`config.mk`:
```
export PLATFORM = sky130hd
export DESIGN_NAME = fetch_stage
export DESIGN_NICKNAME = d
export VERILOG_FILES = /design/src/rtl/mips_pipe_pkg.sv /design/src/rtl/fetch_skid_buf.sv /design/src/rtl/fetch_stage.sv
export SDC_FILE = /design/constraint.sdc
export NUM_CORES = 1
export LEC_CHECK = 0
export CORE_MARGIN = 2
export CORE_UTILIZATION = 35
export CTS_CLUSTER_DIAMETER = 120
export CTS_CLUSTER_SIZE = 28
export DETAILED_ROUTE_END_ITERATION = 6
export HOLD_SLACK_MARGIN = 0.12
export SETUP_SLACK_MARGIN = 0.3
export SYNTH_ARGS = -nofsm -noshare
export SYNTH_HDL_FRONTEND = slang
export SYNTH_SLANG_ARGS = --single-unit
```
`constraint.sdc`:
```
create_clock -name clk -period 6.8 [get_ports clk]
set_input_delay 1.36 -clock clk [delete_from_list [all_inputs] [get_ports clk]]
set_output_delay 1.36 -clock clk [all_outputs]
set_load 0.01 [all_outputs]
```
`src/rtl/mips_pipe_pkg.sv`:
```
// ============================================================================
// Module      : mips_pipe_pkg
// Description : Shared constants for the MIPS pipeline fetch path. Provides
//               the stall/NOP macros, the bubble word, the halt sentinel word
//               (used when FETCH_HALT_EN is defined) and the fetch FSM
//               state encoding.
// Revision    : 1.0 - initial release
// ============================================================================
`default_nettype none

`ifndef STALL_OPCODE
`define STALL_OPCODE 6'b111111
`endif

`ifndef NOP_INST
`define NOP_INST 32'h0000_0000
`endif

package mips_pipe_pkg;

    // Word loaded into IF/ID for an empty (flushed or starved) slot
    localparam logic [31:0] BUBBLE_WORD = {`STALL_OPCODE, 26'b0};

    // Sentinel instruction that stops fetch when FETCH_HALT_EN is defined
    localparam logic [31:0] HALT_WORD   = 32'hFFFF_FFFF;

    typedef enum logic [1:0] {
        S_FETCH = 2'd0,
        S_WAIT  = 2'd1,
        S_SKID  = 2'd2,
        S_HALT  = 2'd3
    } fetch_state_t;

endpackage

`default_nettype wire

```
`src/rtl/fetch_skid_buf.sv`:
```
// ============================================================================
// Module      : fetch_skid_buf
// Description : One-entry buffer holding an instruction word and its PC+4
//               while the IF/ID register is stalled. Clear has priority over
//               load; drain empties the entry as it moves into IF/ID.
// Revision    : 1.0 - initial release
// ============================================================================
`default_nettype none

module fetch_skid_buf #(
    parameter int ADDR_W = 32
) (
    input  logic              clk,
    input  logic              rst_n,
    input  logic              i_load,
    input  logic              i_drain,
    input  logic              i_clear,
    input  logic [31:0]       i_data,
    input  logic [ADDR_W-1:0] i_pc4,
    output logic              o_valid,
    output logic [31:0]       o_data,
    output logic [ADDR_W-1:0] o_pc4
);

    logic              r_valid;
    logic [31:0]       r_data;
    logic [ADDR_W-1:0] r_pc4;

    // Entry bookkeeping: clear beats load, load beats drain
    always_ff @(posedge clk) begin
        if (!rst_n) begin
            r_valid <= 1'b0;
            r_data  <= '0;
            r_pc4   <= '0;
        end else if (i_clear) begin
            r_valid <= 1'b0;
        end else if (i_load) begin
            r_valid <= 1'b1;
            r_data  <= i_data;
            r_pc4   <= i_pc4;
        end else if (i_drain) begin
            r_valid <= 1'b0;
        end
    end

    assign o_valid = r_valid;
    assign o_data  = r_data;
    assign o_pc4   = r_pc4;

endmodule

`default_nettype wire

```
`src/rtl/fetch_stage.sv`:
```
// ============================================================================
// Module      : fetch_stage
// Description : MIPS IF stage. Owns the PC, issues one outstanding
//               instruction-memory request at a time, parks a returned word
//               in a skid buffer while ID stalls, applies branch/jump
//               redirects and drives the IF/ID register.
//               Optional feature macro: FETCH_HALT_EN (halt on 32'hFFFF_FFFF).
// Revision    : 1.0 - initial release
// ============================================================================
`default_nettype none

module fetch_stage
    import mips_pipe_pkg::*;
#(
    parameter int                ADDR_W   = 32,
    parameter logic [ADDR_W-1:0] RESET_PC = '0
) (
    input  logic              clk,
    input  logic              rst_n,
    output logic              imem_req_valid,
    input  logic              imem_req_ready,
    output logic [ADDR_W-1:0] imem_req_addr,
    input  logic              imem_resp_valid,
    input  logic [31:0]       imem_resp_data,
    input  logic              stall_i,
    input  logic              redirect_valid,
    input  logic [ADDR_W-1:0] redirect_pc,
    output logic              id_valid,
    output logic [31:0]       id_instr,
    output logic [ADDR_W-1:0] id_pc_plus4,
    output logic [5:0]        id_opcode,
    output logic [5:0]        id_funct,
    output logic              halted
);

    fetch_state_t      r_state;
    logic [ADDR_W-1:0] r_pc;
    logic              r_req_valid;
    logic              r_discard;
    logic              r_id_valid;
    logic [31:0]       r_id_instr;
    logic [ADDR_W-1:0] r_id_pc4;

    logic              w_hs;
    logic [ADDR_W-1:0] w_pc_plus4;
    logic [ADDR_W-1:0] w_rdir_pc;
    logic              w_resp_live;
    logic              w_halt_word;
    logic              w_halted;
    logic              w_skid_load;
    logic              w_skid_drain;
    logic              w_skid_clear;
    logic              w_skid_valid;
    logic [31:0]       w_skid_data;
    logic [ADDR_W-1:0] w_skid_pc4;

    assign w_hs        = r_req_valid & imem_req_ready;
    assign w_pc_plus4  = r_pc + ADDR_W'(4);
    assign w_rdir_pc   = redirect_pc & ~ADDR_W'(3);
    // A response that is actually meant for IF/ID (not dropped)
    assign w_resp_live = (r_state == S_WAIT) & imem_resp_valid & ~r_discard & ~redirect_valid;

`ifdef FETCH_HALT_EN
    logic r_halted;
    assign w_halt_word = (imem_resp_data == HALT_WORD);
    assign w_halted    = r_halted;
`else
    assign w_halt_word = 1'b0;
    assign w_halted    = 1'b0;
`endif

    assign w_skid_load  = w_resp_live & stall_i & ~w_halt_word;
    assign w_skid_drain = (r_state == S_SKID) & w_skid_valid & ~redirect_valid & ~stall_i;
    assign w_skid_clear = redirect_valid & ~w_halted;

    fetch_skid_buf #(
        .ADDR_W (ADDR_W)
    ) u_skid (
        .clk     (clk),
        .rst_n   (rst_n),
        .i_load  (w_skid_load),
        .i_drain (w_skid_drain),
        .i_clear (w_skid_clear),
        .i_data  (imem_resp_data),
        .i_pc4   (w_pc_plus4),
        .o_valid (w_skid_valid),
        .o_data  (w_skid_data),
        .o_pc4   (w_skid_pc4)
    );

    // Fetch FSM, PC, request handshake and IF/ID register
    always_ff @(posedge clk) begin
        if (!rst_n) begin
            r_state     <= S_FETCH;
            r_pc        <= RESET_PC;
            r_req_valid <= 1'b0;
            r_discard   <= 1'b0;
            r_id_valid  <= 1'b0;
            r_id_instr  <= BUBBLE_WORD;
            r_id_pc4    <= '0;
`ifdef FETCH_HALT_EN
            r_halted    <= 1'b0;
`endif
        end else begin
            // ID consumes the slot each unstalled cycle; refill with a bubble
            // unless a new word is loaded below
            if (!stall_i) begin
                r_id_valid <= 1'b0;
                r_id_instr <= BUBBLE_WORD;
                r_id_pc4   <= '0;
            end
            case (r_state)
                S_FETCH: begin
                    if (redirect_valid) begin
                        r_id_valid <= 1'b0;
                        r_id_instr <= BUBBLE_WORD;
                        r_id_pc4   <= '0;
                        r_pc       <= w_rdir_pc;
                    end
                    if (w_hs) begin
                        // Redirect racing the handshake: the in-flight word is stale
                        r_state     <= S_WAIT;
                        r_req_valid <= 1'b0;
                        r_discard   <= redirect_valid;
                    end else begin
                        r_req_valid <= 1'b1;
                    end
                end
                S_WAIT: begin
                    if (redirect_valid) begin
                        r_id_valid <= 1'b0;
                        r_id_instr <= BUBBLE_WORD;
                        r_id_pc4   <= '0;
                        r_pc       <= w_rdir_pc;
                        if (imem_resp_valid) begin
                            r_state     <= S_FETCH;
                            r_req_valid <= 1'b1;
                            r_discard   <= 1'b0;
                        end else begin
                            r_discard   <= 1'b1;
                        end
                    end else if (imem_resp_valid) begin
                        if (r_discard) begin
                            r_state     <= S_FETCH;
                            r_req_valid <= 1'b1;
                            r_discard   <= 1'b0;
`ifdef FETCH_HALT_EN
                        end else if (w_halt_word) begin
                            // Halt word itself becomes a bubble (default path above)
                            r_state     <= S_HALT;
                            r_halted    <= 1'b1;
`endif
                        end else if (stall_i) begin
                            r_state     <= S_SKID;
                            r_pc        <= w_pc_plus4;
                        end else begin
                            r_id_valid  <= 1'b1;
                            r_id_instr  <= imem_resp_data;
                            r_id_pc4    <= w_pc_plus4;
                            r_pc        <= w_pc_plus4;
                            r_state     <= S_FETCH;
                            r_req_valid <= 1'b1;
                        end
                    end
                end
                S_SKID: begin
                    if (redirect_valid) begin
                        r_id_valid  <= 1'b0;
                        r_id_instr  <= BUBBLE_WORD;
                        r_id_pc4    <= '0;
                        r_pc        <= w_rdir_pc;
                        r_state     <= S_FETCH;
                        r_req_valid <= 1'b1;
                    end else if (!stall_i) begin
                        r_id_valid  <= 1'b1;
                        r_id_instr  <= w_skid_data;
                        r_id_pc4    <= w_skid_pc4;
                        r_state     <= S_FETCH;
                        r_req_valid <= 1'b1;
                    end
                end
                default: begin
                    // HALT is absorbing until reset
                end
            endcase
        end
    end

    assign imem_req_valid = r_req_valid;
    assign imem_req_addr  = r_pc;
    assign id_valid       = r_id_valid;
    assign id_instr       = r_id_instr;
    assign id_pc_plus4    = r_id_pc4;
    assign id_opcode      = r_id_instr[31:26];
    assign id_funct       = r_id_instr[5:0];
    assign halted         = w_halted;

endmodule

`default_nettype wire
```
* Word-level counts from Yosys, hierarchy flattened
Index checks and enable logic that the tools add are counted.
** Storage, ports and cells
- Flip-flop bits (word level) :: 165
- Input bits :: 70
- Output and inout bits :: 111
- Logic and storage cells :: 88
** Cells by class
- $add $sub $neg :: 1
- Equality and inequality tests :: 8
- Multiplexer cells :: 53
- Bitwise logic cells :: 7
- Reduce and logical (&&, ||, !) cells :: 10
** Operator list (count)
- $mux 32 :: 20
- $pmux 32 s3 :: 2
- $pmux 32 s2 :: 1
- $add 32x3->32 const B :: 1
- $mux 1 :: 18
- $mux 2 :: 8
- $ne 3x3->1 const B :: 3
- $reduce_and 4->1 :: 2
- $pmux 1 s3 :: 2
- $pmux 2 s3 :: 1
- $and 1x1->1 :: 5
- $ne 2x2->1 const B :: 2
- $reduce_and 2->1 :: 2
- $reduce_bool 2->1 :: 2
- $reduce_and 3->1 :: 1
- $reduce_bool 3->1 :: 1
- $eq 2x1->1 const B :: 1
- $eq 2x2->1 const B :: 1
- $logic_not 2->1 :: 1
- $ne 2x1->1 const B :: 1
- $not 1->1 :: 2
- $pmux 1 s2 :: 1
- $reduce_or 2->1 :: 1

* Longest topological paths before layout
Gate-level depths: netlist (run 1).
- Depth in word-level cells :: 6
- Depth in mapped cells :: 11

* Cells and area by module
Synthesis (run 1) repeated with hierarchy kept, for this count alone.
** Second synthesis, totals
- Cell total of the unflattened synthesis :: 1015
- Area total of the unflattened synthesis :: 8450.6 um^2
** By module, submodules not included
- fetch_stage :: instances 1, cells an instance 733, area each 5780.5 um^2
- fetch_skid_buf :: instances 1, cells an instance 282, area each 2670.1 um^2

* Worst setup path after synthesis (run 1)
No wires, ideal clock.
- Path type :: in2reg
- Start point :: input stall_i
- End point :: register u_skid.r_data[5] (netlist: u_skid.o_data[5])
- Library setup time :: 0.071 ns
- Arrival time :: 2.941 ns
- Required time :: 6.729 ns
- Slack :: 3.788 ns
- Stages on the path :: 9
- Path buffers :: 4
- Cells stage by stage :: buf_2 clkinv_1 nor4_1 and2_1 clkbuf_1 buf_2 buf_2 nand2_1 a21oi_1
** Between the ends
- Cells in the longest elaborated chain, start to end :: 2
** RTL lines
- from (decl) :: line fetch_stage.sv:25 : input logic stall_i,
- $and 1x1->1 :: line fetch_stage.sv:72 : assign w_skid_load = w_resp_live & stall_i & ~w_halt_word;
- $reduce_and 2->1 (no source line)
- to (signal assigned) :: line fetch_skid_buf.sv:39 : r_data <= i_data;
- to (decl) :: line fetch_skid_buf.sv:26 : logic [31:0] r_data;
No other way between the ends.
A chain may end at the register's enable or synchronous reset.

* Worst setup path in the final report (run 1)
- Start point :: input stall_i
- End point :: register u_skid.r_data[29] (netlist: u_skid.o_data[29])
The elaborated chain is that of the path after synthesis.

==> results of run 1 <==
[cells by family (layout without fill, tap and decap cells)]
kind of cell | count (synthesis) | after routing | share of synthesized area
AND/OR/NAND/NOR | 366 | 366 | 0.2268
multiplexers | 3 | 3 | 0.004152
XOR/XNOR | 22 | 22 | 0.02459
adder cells (fa/ha/maj) | 5 | 5 | 0.007985
flip-flops | 161 | 161 | 0.4114
buffers and inverters | 113 | 232 | 0.06643
other | 1 | 3 | 0.0004786
AO/OA/AOI/OAI | 310 | 310 | 0.2582
[synthesized netlist by cell type, types with 7 or more instances]
library cell	number	area share
a22oi_1	30	0.029
a32oi_1	8	0.0089
a222oi_1	13	0.017
o21ai_1	8	0.0051
a211oi_1	17	0.016
nand4_1	12	0.0096
o22ai_1	11	0.0088
and2_1	13	0.010
clkbuf_1	73	0.035
o21ai_0	75	0.048
buf_2	7	0.0045
dfxtp_1	161	0.41
and3_1	9	0.0072
buf_4	15	0.014
a21oi_1	82	0.052
xor2_1	8	0.0089
nor2_1	79	0.038
nand2_1	159	0.076
nor3_1	22	0.014
a31oi_1	8	0.0064
nor4_1	11	0.0088
nand3_1	22	0.014
inv_1	12	0.0057
xnor2_1	14	0.016
[metal layers]
layer	up-vias	share of wire	wire [microns]	global-route usage
met4	0	0.022	566	0.06903
met2	317	0.44	10990	0.3022
met5	-	0	0	0
met3	38	0.072	1819	0.04510
li1	3754	-	-	-
met1	3578	0.47	11880	0.3082
[power groups by stage]
| stage | Clock (W) | Combinational [W] | Sequential, W |
|---|---|---|---|
| floorplan | 0 | 0.000255 | 0.00107 |
| global placement | 0 | 0.000440 | 0.00108 |
| detailed placement | 0 | 0.000442 | 0.00108 |
| CTS | 0.000935 | 0.000444 | 0.00106 |
| global route | 0.000978 | 0.000485 | 0.00107 |
| finish | 0.000915 | 0.000447 | 0.00106 |
[area by class of cell]
type / count / area (sq um) / share of cell area
timing repair buffer: 186 / 1834 / 0.1809
multi-input combinational: 709 / 4119 / 0.4063
tap: 280 / 350.3 / 0.03456
clock buffer: 19 / 452.9 / 0.04468
sequential: 161 / 3223 / 0.3179
clock inverter: 13 / 105.1 / 0.01037
inverter: 14 / 52.55 / 0.005184
[how the worst max path moves through the flow]
stage             from                              to  slack (ps)
2_1_floorplan  stall_i   u_skid.o_data[5]$_SDFFE_PN0P_        3790
3_3_place_gp   stall_i  u_skid.o_data[23]$_SDFFE_PN0P_        2280
3_5_place_dp   stall_i  u_skid.o_data[12]$_SDFFE_PN0P_        2290
4_1_cts        stall_i  u_skid.o_data[30]$_SDFFE_PN0P_        2750
5_1_grt        stall_i   u_skid.o_data[8]$_SDFFE_PN0P_        2400
6_report       stall_i  u_skid.o_data[29]$_SDFFE_PN0P_        2700
[registers in the layout, summed over array words and instances, names as in the netlist]
| name | cells |
|---|---|
| id_instr | 32 |
| id_pc_plus4 | 32 |
| u_skid.o_data | 32 |
| imem_req_addr | 30 |
| u_skid.o_pc4 | 30 |
| r_state | 2 |
| id_valid | 1 |
| imem_req_valid | 1 |
| r_discard | 1 |
[metrics by stage]
step                  util  instances  cell area (sq um)  setup WS (ps)
floorplan                -        983               7843           3788
global placement    0.4376       1350               9579           2276
detailed placement  0.4376       1350               9579           2291
CTS                 0.4631       1382              10140           2745
global route        0.4631       1382              10140           2402
finish              0.4631       1382              10140           2700
[worst max-delay path: stages]
cell             delay (ps)
clkdlybuf4s50_1         450
buf_4                   350
clkinv_1                400
nor4_1                  530
nand2_1                 620
buf_4                   470
nand2_1                 110
a21oi_1                  60
==> impl_results.html, run 1 <==
<table>
<tr><th>Metric</th><th>Value</th></tr>
<tr><th colspan="2">Drt</th></tr>
<tr><td>Remaining number of nets flagged by the antenna check after routing</td><td>0</td></tr>
<tr><td>DRC violation count after routing</td><td>0</td></tr>
<tr><td>Final routed wirelength across all metal layers</td><td>25,260 microns</td></tr>
<tr><td>Total via count after detailed routing</td><td>7,687</td></tr>
<tr><td>Routed wire length per instance</td><td>18.28 microns</td></tr>
<tr><td>Drt first-iter violations</td><td>534</td></tr>
<tr><td>Length of the first detailed-routing pass in iterations</td><td>7</td></tr>
<tr><td>Via count normalized by instance count</td><td>5.562</td></tr>
<tr><th colspan="2">STA</th></tr>
<tr><td>Worst relative slew slack</td><td>0.2200</td></tr>
<tr><td>Setup repair after global routing missed its margin</td><td>false</td></tr>
<tr><td>Number of setup violations in the final report</td><td>0</td></tr>
<tr><td>Post-layout minimum cycle time</td><td>4100 ps</td></tr>
<tr><td>Setup clock skew after layout</td><td>10.20 ps</td></tr>
<tr><td>Number of hold violations in the final report</td><td>0</td></tr>
<tr><td>Post-Route Hold Slack</td><td>450.1 ps</td></tr>
<tr><td>Maximum frequency from static timing analysis</td><td>243.9 MHz</td></tr>
<tr><td>Part of the cycle the worst path needs</td><td>0.6029</td></tr>
<tr><td>Max-slew violation count</td><td>0</td></tr>
<tr><td>Worst-Margin Slew</td><td>1169 ps</td></tr>
<tr><td>Setup total negative slack</td><td>0 ps</td></tr>
<tr><th colspan="2">Clock tree</th></tr>
<tr><td>CTS Hold Bufs</td><td>0</td></tr>
<tr><td>Cts bufs inserted</td><td>17</td></tr>
<tr><td>Gates resized, CTS repair</td><td>0</td></tr>
<tr><td>Clock edge transition at the registers on the reported setup and hold paths</td><td>60 ps</td></tr>
<tr><td>TritonCTS clock tree</td><td>yes</td></tr>
<tr><td>Number of buffers between clock root and the deepest sink</td><td>2</td></tr>
<tr><td>Deepest level of the CTS H-tree</td><td>4</td></tr>
<tr><td>Total setup buffers inserted after CTS</td><td>0</td></tr>
<tr><td>Latest clock arrival within the worst-skew pair</td><td>430 ps</td></tr>
<tr><td>Sinks on Clock Net</td><td>161</td></tr>
<tr><td>Clock Tree Root</td><td>clkbuf_16</td></tr>
<tr><th colspan="2">Global routing</th></tr>
<tr><td>Number of antenna violations at the first check in global routing</td><td>0</td></tr>
<tr><td>Gr ovfl total</td><td>0</td></tr>
<tr><td>Maximum number of pins on one net before global-route repair</td><td>79</td></tr>
<tr><td>Global-route wire length before repair</td><td>39,390 microns</td></tr>
<tr><td>All-layer global routing usage</td><td>0.2092</td></tr>
<tr><td>Number of global-route vias before repair</td><td>7,005</td></tr>
<tr><th colspan="2">Floorplan</th></tr>
<tr><td>Die outline area</td><td>23,600 sq um</td></tr>
<tr><td>Die extent in x</td><td>153.6 microns</td></tr>
<tr><td>I/O Pins</td><td>181</td></tr>
<tr><td>Vert. Die Dim</td><td>153.6 microns</td></tr>
<tr><td>Area of the placeable core</td><td>21,890 sq um</td></tr>
<tr><td>Effective utilization at floorplan</td><td>0.3579</td></tr>
<tr><td>Number of rows in the core area</td><td>54</td></tr>
<tr><th colspan="2">Power</th></tr>
<tr><td>Leakage power total</td><td>3.367 nW</td></tr>
<tr><td>Fraction of power consumed by sequential logic</td><td>0.437</td></tr>
<tr><td>Net Sw Frac</td><td>0.3080</td></tr>
<tr><td>Logic pwr share</td><td>0.185</td></tr>
<tr><td>Power Total</td><td>0.002420 W</td></tr>
<tr><td>Switching pwr</td><td>0.0007453 W</td></tr>
<tr><td>Internal power summed over all cells</td><td>0.001674 W</td></tr>
<tr><td>Worst IR Drop VDD</td><td>0.1395 mV</td></tr>
<tr><td>Clock share of power</td><td>0.378</td></tr>
<tr><td>PD cells</td><td>238.7 nW/um^2</td></tr>
<tr><th colspan="2">Logic synthesis</th></tr>
<tr><td>Proportion of register bits with asynchronous set or reset after synthesis</td><td>0</td></tr>
<tr><td>Post-synthesis area per instance</td><td>7.987 sq um</td></tr>
<tr><td>Count of mapped cells out of synthesis</td><td>981</td></tr>
<tr><td>Yosys warning total</td><td>0</td></tr>
<tr><td>Top FF cell, synth</td><td>dfxtp_1</td></tr>
<tr><td>Number of storage elements in the synthesis netlist</td><td>161</td></tr>
<tr><td>Count of cell types in the netlist</td><td>77</td></tr>
<tr><td>Part of the Yosys area used for sequential elements</td><td>0.4114</td></tr>
<tr><td>Post-synthesis instance area</td><td>7835 sq um</td></tr>
<tr><td>Number of flops mapped to enable cells by yosys</td><td>0</td></tr>
<tr><th colspan="2">Hold path</th></tr>
<tr><td>Sink of the worst hold path</td><td>u_skid.o_data[31]$_SDFFE_PN0P_</td></tr>
<tr><td>Hold path startpoint</td><td>u_skid.o_data[31]$_SDFFE_PN0P_</td></tr>
<tr><td>Number of instances on the worst hold path</td><td>2</td></tr>
<tr><td>Type of the tightest min-delay check</td><td>flop to flop</td></tr>
<tr><th colspan="2">Cells and area</th></tr>
<tr><td>Ratio of cells with drive above 1 in the final layout</td><td>0.06806</td></tr>
<tr><td>Most common library cell in the layout ignoring fill and taps</td><td>clkdlybuf4s50_1</td></tr>
<tr><td># diodes</td><td>0</td></tr>
<tr><td>Area Growth Syn to Fin</td><td>29.38%</td></tr>
<tr><td>Layout Nets</td><td>1,164</td></tr>
<tr><td>Commonest cells after routing, fill and taps aside</td><td>clkdlybuf4s50_1, dfxtp_1, nand2_1</td></tr>
<tr><td>Total of fill cells in the finished design</td><td>2,151</td></tr>
<tr><th colspan="2">Critical path</th></tr>
<tr><td>Worst R2R Path Depth</td><td>7</td></tr>
<tr><td>Critical Path Sink Type</td><td>flop</td></tr>
<tr><td>Data arrival time of the worst path</td><td>4390 ps</td></tr>
<tr><td>Required time reported for the critical path endpoint</td><td>7090 ps</td></tr>
<tr><td>Worst-path maximum fanout</td><td>37</td></tr>
<tr><td>Setup slack of the worst register-to-register path</td><td>3410 ps</td></tr>
<tr><td>Worst R2R Start</td><td>r_state[0]$_SDFFE_PN0P_</td></tr>
<tr><td>Startpoint types</td><td>input port</td></tr>
<tr><td>Reg-to-Reg End</td><td>id_instr[23]$_SDFF_PN0_</td></tr>
<tr><td>Category of the critical setup timing path</td><td>input port to flop</td></tr>
<tr><th colspan="2">Place</th></tr>
<tr><td>Global placer's final weighted congestion</td><td>0.8737</td></tr>
<tr><td>Estimated wirelength of the detail-placed design</td><td>16,750 microns</td></tr>
<tr><td>PortBufs</td><td>175</td></tr>
<tr><th colspan="2">Job</th></tr>
<tr><td>Number of max-cap violations</td><td>0</td></tr>
<tr><th colspan="2">Status</th></tr>
<tr><td>Outcome</td><td>completed</td></tr>
</table>
Power figures use the tool's default switching activity.
==> run 2, diff against run 1 <==
clock period = 4 ns   (was 6.8 ns; I/O delays follow)
==> impl_results.html, run 2 (synthesis results as in run 1) <==
<table>
<tr><th>Metric</th><th>Value</th></tr>
<tr><th colspan="2">STA</th></tr>
<tr><td>Maximum frequency from static timing analysis</td><td>356.2 MHz</td></tr>
<tr><td>Part of the cycle the worst path needs</td><td>0.7019</td></tr>
<tr><td>Number of setup violations in the final report</td><td>0 (unchanged)</td></tr>
<tr><td>Post-Route Hold Slack</td><td>450.0 ps (-0.09800 ps)</td></tr>
<tr><td>Setup clock skew after layout</td><td>10.86 ps (+0.6589 ps)</td></tr>
<tr><td>Post-layout minimum cycle time</td><td>2808 ps</td></tr>
<tr><td>Worst relative slew slack</td><td>0.4274 (+0.2074)</td></tr>
<tr><td>Worst-Margin Slew</td><td>855.0 ps (-313.7 ps)</td></tr>
<tr><td>Max-slew violation count</td><td>0 (unchanged)</td></tr>
<tr><td>Number of hold violations in the final report</td><td>0 (unchanged)</td></tr>
<tr><td>Setup total negative slack</td><td>0 ps (unchanged)</td></tr>
<tr><td>Setup repair after global routing missed its margin</td><td>false</td></tr>
<tr><th colspan="2">Place</th></tr>
<tr><td>Estimated wirelength of the detail-placed design</td><td>17,290 microns (+3.2%)</td></tr>
<tr><td>Placed Instances</td><td>1,369 (+1.4%)</td></tr>
<tr><td>PortBufs</td><td>175 (unchanged)</td></tr>
<tr><td>Global placer's final weighted congestion</td><td>0.8499 (-2.7%)</td></tr>
<tr><td>Post-placement cell area</td><td>9746 sq um (+1.7%)</td></tr>
<tr><th colspan="2">Global routing</th></tr>
<tr><td>Number of antenna violations at the first check in global routing</td><td>1 (+1)</td></tr>
<tr><td>Layer with the highest usage after global routing</td><td>met2</td></tr>
<tr><td>Global-route wire length before repair</td><td>39,470 microns (+0.21%)</td></tr>
<tr><td>M1 GR Usage</td><td>0.3058 (-0.002369)</td></tr>
<tr><td>Number of global-route vias before repair</td><td>6,905 (-1.4%)</td></tr>
<tr><td>Maximum number of pins on one net before global-route repair</td><td>72 (-8.9%)</td></tr>
<tr><td>Routing usage on met2</td><td>0.3153 (+0.01312)</td></tr>
<tr><td>All-layer global routing usage</td><td>0.2097 (+0.0004149)</td></tr>
<tr><td>Gr ovfl total</td><td>0 (unchanged)</td></tr>
<tr><td>Met3 Use GR</td><td>0.04425 (-0.0008455)</td></tr>
<tr><th colspan="2">Critical path</th></tr>
<tr><td>Worst R2R Start</td><td>imem_req_addr[2]$_SDFFE_PN0P_</td></tr>
<tr><td>Reg-to-Reg End</td><td>imem_req_addr[20]$_SDFFE_PN0P_</td></tr>
<tr><td>Critical Path Sink Type</td><td>flop</td></tr>
<tr><td>Total number of cells along the worst setup path</td><td>6 (-2)</td></tr>
<tr><td>Worst R2R Path Depth</td><td>6 (-1)</td></tr>
<tr><td>Startpoint types</td><td>flop</td></tr>
<tr><td>Top cell family by delay on the critical path</td><td>simple AND/OR/NAND/NOR gates</td></tr>
<tr><td>Worst-path maximum fanout</td><td>12 (-68%)</td></tr>
<tr><td>Worst Setup SP</td><td>imem_req_addr[2]$_SDFFE_PN0P_</td></tr>
<tr><td>Setup slack of the worst register-to-register path</td><td>1190 ps (-2220 ps)</td></tr>
<tr><td>Category of the critical setup timing path</td><td>flop to flop</td></tr>
<tr><td>Data arrival time of the worst path</td><td>3130 ps (-1260 ps)</td></tr>
<tr><td>Slowest cell delay on critical path</td><td>640 ps (+20 ps)</td></tr>
<tr><td>Required time reported for the critical path endpoint</td><td>4330 ps (-2760 ps)</td></tr>
<tr><td>CP max stage cell</td><td>nor4_1</td></tr>
<tr><td>Worst setup path end</td><td>imem_req_addr[20]$_SDFFE_PN0P_</td></tr>
<tr><td>Worst path bufs/invs</td><td>0 (-4)</td></tr>
<tr><td>Critical path, cell by cell</td><td>ha_1 -&gt; and4_1 -&gt; nand2_1 -&gt; nor4_1 -&gt; o21ai_0 -&gt; a32o_1</td></tr>
<tr><th colspan="2">Drt</th></tr>
<tr><td>Via count normalized by instance count</td><td>5.490 (-1.3%)</td></tr>
<tr><td>Drt first-iter violations</td><td>804 (+51%)</td></tr>
<tr><td>Final routed wirelength across all metal layers</td><td>25,150 microns (-0.45%)</td></tr>
<tr><td>Length of the first detailed-routing pass in iterations</td><td>7 (unchanged)</td></tr>
<tr><td>Remaining number of nets flagged by the antenna check after routing</td><td>0 (unchanged)</td></tr>
<tr><td>Total via count after detailed routing</td><td>7,692 (+0.065%)</td></tr>
<tr><td>DRC violation count after routing</td><td>0 (unchanged)</td></tr>
<tr><td>Routed wire length per instance</td><td>17.95 microns (-1.8%)</td></tr>
<tr><th colspan="2">Power</th></tr>
<tr><td>PD cells</td><td>414.7 nW/um^2 (+74%)</td></tr>
<tr><td>Logic pwr share</td><td>0.180 (-0.005)</td></tr>
<tr><td>Power Total</td><td>0.004296 W (+78%)</td></tr>
<tr><td>Internal power summed over all cells</td><td>0.002977 W (+78%)</td></tr>
<tr><td>Net Sw Frac</td><td>0.3069 (-0.001074)</td></tr>
<tr><td>Worst IR Drop VDD</td><td>0.2386 mV (+71%)</td></tr>
<tr><td>Switching pwr</td><td>0.001319 W (+77%)</td></tr>
<tr><td>Fraction of power consumed by sequential logic</td><td>0.419 (-0.018)</td></tr>
<tr><td>Leakage power total</td><td>3.502 nW (+4.0%)</td></tr>
<tr><td>Clock share of power</td><td>0.402 (+0.024)</td></tr>
<tr><th colspan="2">Cells and area</th></tr>
<tr><td>Most common library cell in the layout ignoring fill and taps</td><td>clkdlybuf4s50_1</td></tr>
<tr><td>Total of fill cells in the finished design</td><td>2,154 (+0.14%)</td></tr>
<tr><td># diodes</td><td>0 (unchanged)</td></tr>
<tr><td>Total non-filler cell area in the finished layout</td><td>10,360 sq um (+2.2%)</td></tr>
<tr><td>Fin cells</td><td>1,401 (+1.4%)</td></tr>
<tr><td>Commonest cells after routing, fill and taps aside</td><td>clkdlybuf4s50_1, dfxtp_1, nand2_1</td></tr>
<tr><td>Ratio of cells with drive above 1 in the final layout</td><td>0.08385 (+0.01580)</td></tr>
<tr><td>Layout Nets</td><td>1,183 (+1.6%)</td></tr>
<tr><td>Area Growth Syn to Fin</td><td>32.21%</td></tr>
<tr><th colspan="2">Status</th></tr>
<tr><td>Outcome</td><td>completed</td></tr>
<tr><th colspan="2">Floorplan</th></tr>
<tr><td>Effective utilization at floorplan</td><td>0.3579 (unchanged)</td></tr>
<tr><td>Area of the placeable core</td><td>21,890 sq um (unchanged)</td></tr>
<tr><td>Die extent in x</td><td>153.6 microns (unchanged)</td></tr>
<tr><td>Vert. Die Dim</td><td>153.6 microns (unchanged)</td></tr>
<tr><td>Number of rows in the core area</td><td>54 (unchanged)</td></tr>
<tr><td>I/O Pins</td><td>181 (unchanged)</td></tr>
<tr><td>Die outline area</td><td>23,600 sq um (unchanged)</td></tr>
<tr><th colspan="2">Clock tree</th></tr>
<tr><td>Total setup buffers inserted after CTS</td><td>0 (unchanged)</td></tr>
<tr><td>CTS Hold Bufs</td><td>0 (unchanged)</td></tr>
<tr><td>Clock Tree Root</td><td>clkbuf_16</td></tr>
<tr><td>Deepest level of the CTS H-tree</td><td>4 (unchanged)</td></tr>
<tr><td>Latest clock arrival within the worst-skew pair</td><td>430 ps (about the same)</td></tr>
<tr><td>TritonCTS clock tree</td><td>yes</td></tr>
<tr><td>Cts bufs inserted</td><td>17 (unchanged)</td></tr>
<tr><td>Gates resized, CTS repair</td><td>0 (unchanged)</td></tr>
<tr><td>Sinks on Clock Net</td><td>161 (unchanged)</td></tr>
<tr><td>Number of buffers between clock root and the deepest sink</td><td>2 (unchanged)</td></tr>
<tr><td>Clock edge transition at the registers on the reported setup and hold paths</td><td>70 ps (about the same)</td></tr>
<tr><th colspan="2">Hold path</th></tr>
<tr><td>Type of the tightest min-delay check</td><td>flop to flop</td></tr>
<tr><th colspan="2">Job</th></tr>
<tr><td>Number of max-cap violations</td><td>0 (unchanged)</td></tr>
</table>
## run 2: cell count changes in the layout (fill, tap and decap cells not counted), sizes merged
cell      before  now
bufinv         0    2
clkinvlp       3    1
buf           11   30
clkbuf        19   17
clkinv        10    4
inv           14   22
## run 2: worst register-to-register path: stages (launching register included)
cell and delay, ps:
dfxtp_1 520, ha_1 350, and4_1 320, nand2_1 400
nor4_1 640, o21ai_0 190, a32o_1 280
## run 2: how the worst min path moves through the flow
| stage | from | endpoint | slack [ps] | depth (start not counted) |
|---|---|---|---|---|
| after floorplan | u_skid.o_data[26]$_SDFFE_PN0P_ | u_skid.o_data[26]$_SDFFE_PN0P_ | 430 | 2 |
| after global placement | id_pc_plus4[5]$_SDFF_PN0_ | id_pc_plus4[5]$_SDFF_PN0_ | 440 | 2 |
| after detailed placement | id_pc_plus4[5]$_SDFF_PN0_ | id_pc_plus4[5]$_SDFF_PN0_ | 440 | 2 |
| after CTS | u_skid.o_data[30]$_SDFFE_PN0P_ | u_skid.o_data[30]$_SDFFE_PN0P_ | 460 | 2 |
| after global routing | u_skid.o_pc4[3]$_SDFFE_PN0P_ | u_skid.o_pc4[3]$_SDFFE_PN0P_ | 470 | 2 |
| final | id_instr[7]$_SDFF_PN0_ | id_instr[7]$_SDFF_PN0_ | 450 | 2 |
## run 2: area by class of cell
| type | count | area, sq um | share of cell area |
|---|---|---|---|
| flip-flops and latches | 161 | 3223 | 0.3111 |
| well taps | 280 | 350.3 | 0.03382 |
| multi-input cells | 709 | 4118 | 0.3975 |
| inverters | 14 | 52.55 | 0.005073 |
| clock inverters | 15 | 187.7 | 0.01812 |
| repair buffers | 205 | 2002 | 0.1933 |
| clock buffers | 17 | 425.4 | 0.04107 |
## run 2: through the flow
step | util | worst slack, ps
floorplan | - | 1548
global placement | 0.4452 | 885.0
detailed placement | 0.4452 | 871.6
CTS | 0.4732 | 1239
global route | 0.4732 | 1006
finish | 0.4732 | 1193
## run 2: layer usage
layer / wire (microns) / share of wire
met4: 357 / 0.014
met2: 11300 / 0.45
met3: 1703 / 0.068
met5: 0 / 0
met1: 11790 / 0.47
## run 2: power groups by stage
| stage | sequential, W | clock, W | combinational, W |
|---|---|---|---|
| after floorplan | 0.00181 | 0 | 0.000434 |
| after global placement | 0.00183 | 0 | 0.000762 |
| after detailed placement | 0.00183 | 0 | 0.000766 |
| after CTS | 0.00180 | 0.00176 | 0.000770 |
| after global routing | 0.00181 | 0.00184 | 0.000843 |
| final | 0.00180 | 0.00173 | 0.000772 |
==> run 3, diff against run 2 <==
clock period = 2.55 ns   (was 4 ns; I/O delays follow)
==> impl_results.html, run 3 (synthesis results as in run 1) <==
<table>
<tr><th>Metric</th><th>Value</th></tr>
<tr><th colspan="2">Floorplan</th></tr>
<tr><td>I/O Pins</td><td>181 (unchanged)</td></tr>
<tr><td>Die extent in x</td><td>153.6 microns (unchanged)</td></tr>
<tr><td>Vert. Die Dim</td><td>153.6 microns (unchanged)</td></tr>
<tr><td>Area of the placeable core</td><td>21,890 sq um (unchanged)</td></tr>
<tr><td>Number of rows in the core area</td><td>54 (unchanged)</td></tr>
<tr><td>Die outline area</td><td>23,600 sq um (unchanged)</td></tr>
<tr><td>Effective utilization at floorplan</td><td>0.3579 (unchanged)</td></tr>
<tr><th colspan="2">Global routing</th></tr>
<tr><td>Routing usage on met2</td><td>0.3198 (+0.004444)</td></tr>
<tr><td>Global-route wire length before repair</td><td>40,910 microns (+3.7%)</td></tr>
<tr><td>M1 GR Usage</td><td>0.3132 (+0.007403)</td></tr>
<tr><td>Layer with the highest usage after global routing</td><td>met2</td></tr>
<tr><td>Number of global-route vias before repair</td><td>7,289 (+5.6%)</td></tr>
<tr><td>Number of antenna violations at the first check in global routing</td><td>0 (-1)</td></tr>
<tr><td>Maximum number of pins on one net before global-route repair</td><td>51 (-29%)</td></tr>
<tr><td>Gr ovfl total</td><td>0 (unchanged)</td></tr>
<tr><td>All-layer global routing usage</td><td>0.2156 (+0.005919)</td></tr>
<tr><td>Met3 Use GR</td><td>0.03861 (-0.005637)</td></tr>
<tr><th colspan="2">Critical path</th></tr>
<tr><td>Worst Setup SP</td><td>imem_req_addr[3]$_SDFFE_PN0P_</td></tr>
<tr><td>Slowest cell delay on critical path</td><td>440 ps (-200 ps)</td></tr>
<tr><td>CP max stage cell</td><td>dfxtp_1</td></tr>
<tr><td>Crit path top cell by count</td><td>buf_4</td></tr>
<tr><td>Startpoint types</td><td>flop</td></tr>
<tr><td>Category of the critical setup timing path</td><td>flop to flop</td></tr>
<tr><td>Critical Path Sink Type</td><td>flop</td></tr>
<tr><td>Data arrival time of the worst path</td><td>2540 ps (-590 ps)</td></tr>
<tr><td>Critical path, cell by cell</td><td>ha_1 -&gt; nand4_1 -&gt; nor4_1 -&gt; buf_4 -&gt; xor2_1 -&gt; buf_4 -&gt; a221oi_1 -&gt; a211oi_1</td></tr>
<tr><td>Worst-path maximum fanout</td><td>6 (-6)</td></tr>
<tr><td>Required time reported for the critical path endpoint</td><td>2900 ps (-1430 ps)</td></tr>
<tr><td>Setup slack of the worst register-to-register path</td><td>360 ps (-830 ps)</td></tr>
<tr><td>Worst R2R Start</td><td>imem_req_addr[3]$_SDFFE_PN0P_</td></tr>
<tr><th colspan="2">Drt</th></tr>
<tr><td>Drt first-iter violations</td><td>668 (-17%)</td></tr>
<tr><td>Remaining number of nets flagged by the antenna check after routing</td><td>0 (unchanged)</td></tr>
<tr><td>Routed wire length per instance</td><td>17.83 microns (-0.69%)</td></tr>
<tr><td>Via count normalized by instance count</td><td>5.456 (-0.63%)</td></tr>
<tr><td>DRC violation count after routing</td><td>0 (unchanged)</td></tr>
<tr><td>Length of the first detailed-routing pass in iterations</td><td>7 (unchanged)</td></tr>
<tr><td>Final routed wirelength across all metal layers</td><td>26,040 microns (+3.6%)</td></tr>
<tr><td>Total via count after detailed routing</td><td>7,971 (+3.6%)</td></tr>
<tr><th colspan="2">Status</th></tr>
<tr><td>Outcome</td><td>completed</td></tr>
<tr><th colspan="2">Power</th></tr>
<tr><td>Leakage power total</td><td>3.827 nW (+9.3%)</td></tr>
<tr><td>PD cells</td><td>619.7 nW/um^2 (+49%)</td></tr>
<tr><td>Worst IR Drop VDD</td><td>0.4273 mV (+79%)</td></tr>
<tr><th colspan="2">STA</th></tr>
<tr><td>Worst-Margin Slew</td><td>517.8 ps (-337.3 ps)</td></tr>
<tr><td>Part of the cycle the worst path needs</td><td>0.8590 (+0.1572)</td></tr>
<tr><td>Least setup slack across all paths after layout</td><td>359.4 ps (-833.1 ps)</td></tr>
<tr><td>Worst relative slew slack</td><td>0.6523 (+0.2249)</td></tr>
<tr><td>Post-Route Hold Slack</td><td>451.6 ps (+1.584 ps)</td></tr>
<tr><td>Maximum frequency from static timing analysis</td><td>456.5 MHz (+28%)</td></tr>
<tr><td>Max-slew violation count</td><td>0 (unchanged)</td></tr>
<tr><td>Number of setup violations in the final report</td><td>0 (unchanged)</td></tr>
<tr><td>Setup total negative slack</td><td>0 ps (unchanged)</td></tr>
<tr><td>Setup repair after global routing missed its margin</td><td>true</td></tr>
<tr><td>Number of hold violations in the final report</td><td>0 (unchanged)</td></tr>
<tr><td>Setup clock skew after layout</td><td>13.41 ps (+2.556 ps)</td></tr>
<tr><td>Post-layout minimum cycle time</td><td>2191 ps (-616.9 ps)</td></tr>
<tr><th colspan="2">Hold path</th></tr>
<tr><td>Hold path startpoint</td><td>id_pc_plus4[4]$_SDFF_PN0_</td></tr>
<tr><td>Type of the tightest min-delay check</td><td>flop to flop</td></tr>
<tr><th colspan="2">Clock tree</th></tr>
<tr><td>Latest clock arrival within the worst-skew pair</td><td>430 ps (about the same)</td></tr>
<tr><td>Number of buffers between clock root and the deepest sink</td><td>2 (unchanged)</td></tr>
<tr><td>Cts bufs inserted</td><td>17 (unchanged)</td></tr>
<tr><td>CTS Hold Bufs</td><td>0 (unchanged)</td></tr>
<tr><td>TritonCTS clock tree</td><td>yes</td></tr>
<tr><td>Clock edge transition at the registers on the reported setup and hold paths</td><td>70 ps (about the same)</td></tr>
<tr><td>Sinks on Clock Net</td><td>161 (unchanged)</td></tr>
<tr><td>Clock Tree Root</td><td>clkbuf_16</td></tr>
<tr><td>Deepest level of the CTS H-tree</td><td>4 (unchanged)</td></tr>
<tr><th colspan="2">Place</th></tr>
<tr><td>Global placer's final weighted congestion</td><td>0.8996 (+5.8%)</td></tr>
<tr><td>Worst setup slack after placement</td><td>-31.55 ps (-903.2 ps)</td></tr>
<tr><td>Estimated wirelength of the detail-placed design</td><td>18,190 microns (+5.2%)</td></tr>
<tr><td>PortBufs</td><td>175 (unchanged)</td></tr>
<tr><th colspan="2">Cells and area</th></tr>
<tr><td>Commonest cells after routing, fill and taps aside</td><td>clkdlybuf4s50_1, dfxtp_1, nand2_1</td></tr>
<tr><td>Total of fill cells in the finished design</td><td>2,127 (-1.3%)</td></tr>
<tr><td>Layout Nets</td><td>1,243 (+5.1%)</td></tr>
<tr><td>Multi-input gate area</td><td>4213 sq um (+2.3%)</td></tr>
<tr><td>Ratio of cells with drive above 1 in the final layout</td><td>0.1406 (+0.05671)</td></tr>
<tr><td># diodes</td><td>0 (unchanged)</td></tr>
<tr><td>Final core utilization</td><td>0.5004 (+0.02721)</td></tr>
<tr><td>Most common library cell in the layout ignoring fill and taps</td><td>clkdlybuf4s50_1</td></tr>
<tr><td>Storage cell area</td><td>3226 sq um (about the same)</td></tr>
<tr><td>Area Growth Syn to Fin</td><td>39.81%</td></tr>
<tr><th colspan="2">Job</th></tr>
<tr><td>Number of max-cap violations</td><td>0 (unchanged)</td></tr>
</table>
## run 3: changes by cell type in the layout (fill, tap and decap cells not counted), sizes merged
cell      delta
buf         +59
inv          -3
clkbuf       +2
clkinvlp     +1
or4          +1
## run 3: stage by stage
stage | std cells | cell area [sq um] | power [W]
after floorplan | 983 | 7848 | 0.003525
after global placement | 1419 | 10200 | 0.004196
after detailed placement | 1419 | 10200 | 0.004206
after CTS | 1454 | 10820 | 0.006813
after global routing | 1461 | 10950 | 0.007075
final | 1461 | 10950 | 0.006789
## run 3: final timing paths
kind,to,depth (start not counted)
setup / recovery,id_pc_plus4[18]$_SDFF_PN0_,8
hold / removal,id_pc_plus4[4]$_SDFF_PN0_,2
setup reg to reg,id_pc_plus4[18]$_SDFF_PN0_,8
hold reg to reg,id_pc_plus4[4]$_SDFF_PN0_,2
## run 3: per-layer routing
layer,vias up,share of wire
li1,3907,-
met1,3719,0.47
met2,300,0.44
met3,45,0.062
met4,0,0.024
met5,-,0
## run 3: final cells by class
type	instances	area share
well taps	280	0.03198
inverters	14	0.004797
flip-flops and latches	161	0.2945
multi-input cells	710	0.3846
repair buffers	264	0.2304
clock buffers	19	0.04043
clock inverters	13	0.01336
## run 3: worst max-delay path, delay by kind of cell, from the launching register on
kind / cells / cell delay [ps]
adders and majority gates: 1 / 210
and+or+nand+nor: 2 / 670
DFF: 1 / 440
xor gates and xnor gates: 1 / 190
AOI/OAI and AO/OA: 2 / 270
buffers and inverters: 2 / 330
## run 3: report_power, final
group | switching (W) | total [W] | internal, W
logic | 0.000757 | 0.00140 | 0.000642
registers | 0.000149 | 0.00279 | 0.00264
clock network | 0.00111 | 0.00260 | 0.00149
total | 0.00202 | 0.00679 | 0.00477
## run 3: timing repair
| item | CTS | global route |
|---|---|---|
| cloned | 1 | 0 |
| buffers inserted | 2 | 7 |
| resized for setup | 2 | 18 |
| pin swaps | 1 | 4 |
| hold endpoints to repair | 0 | 0 |
| setup endpoints to repair | 3 | 94 |
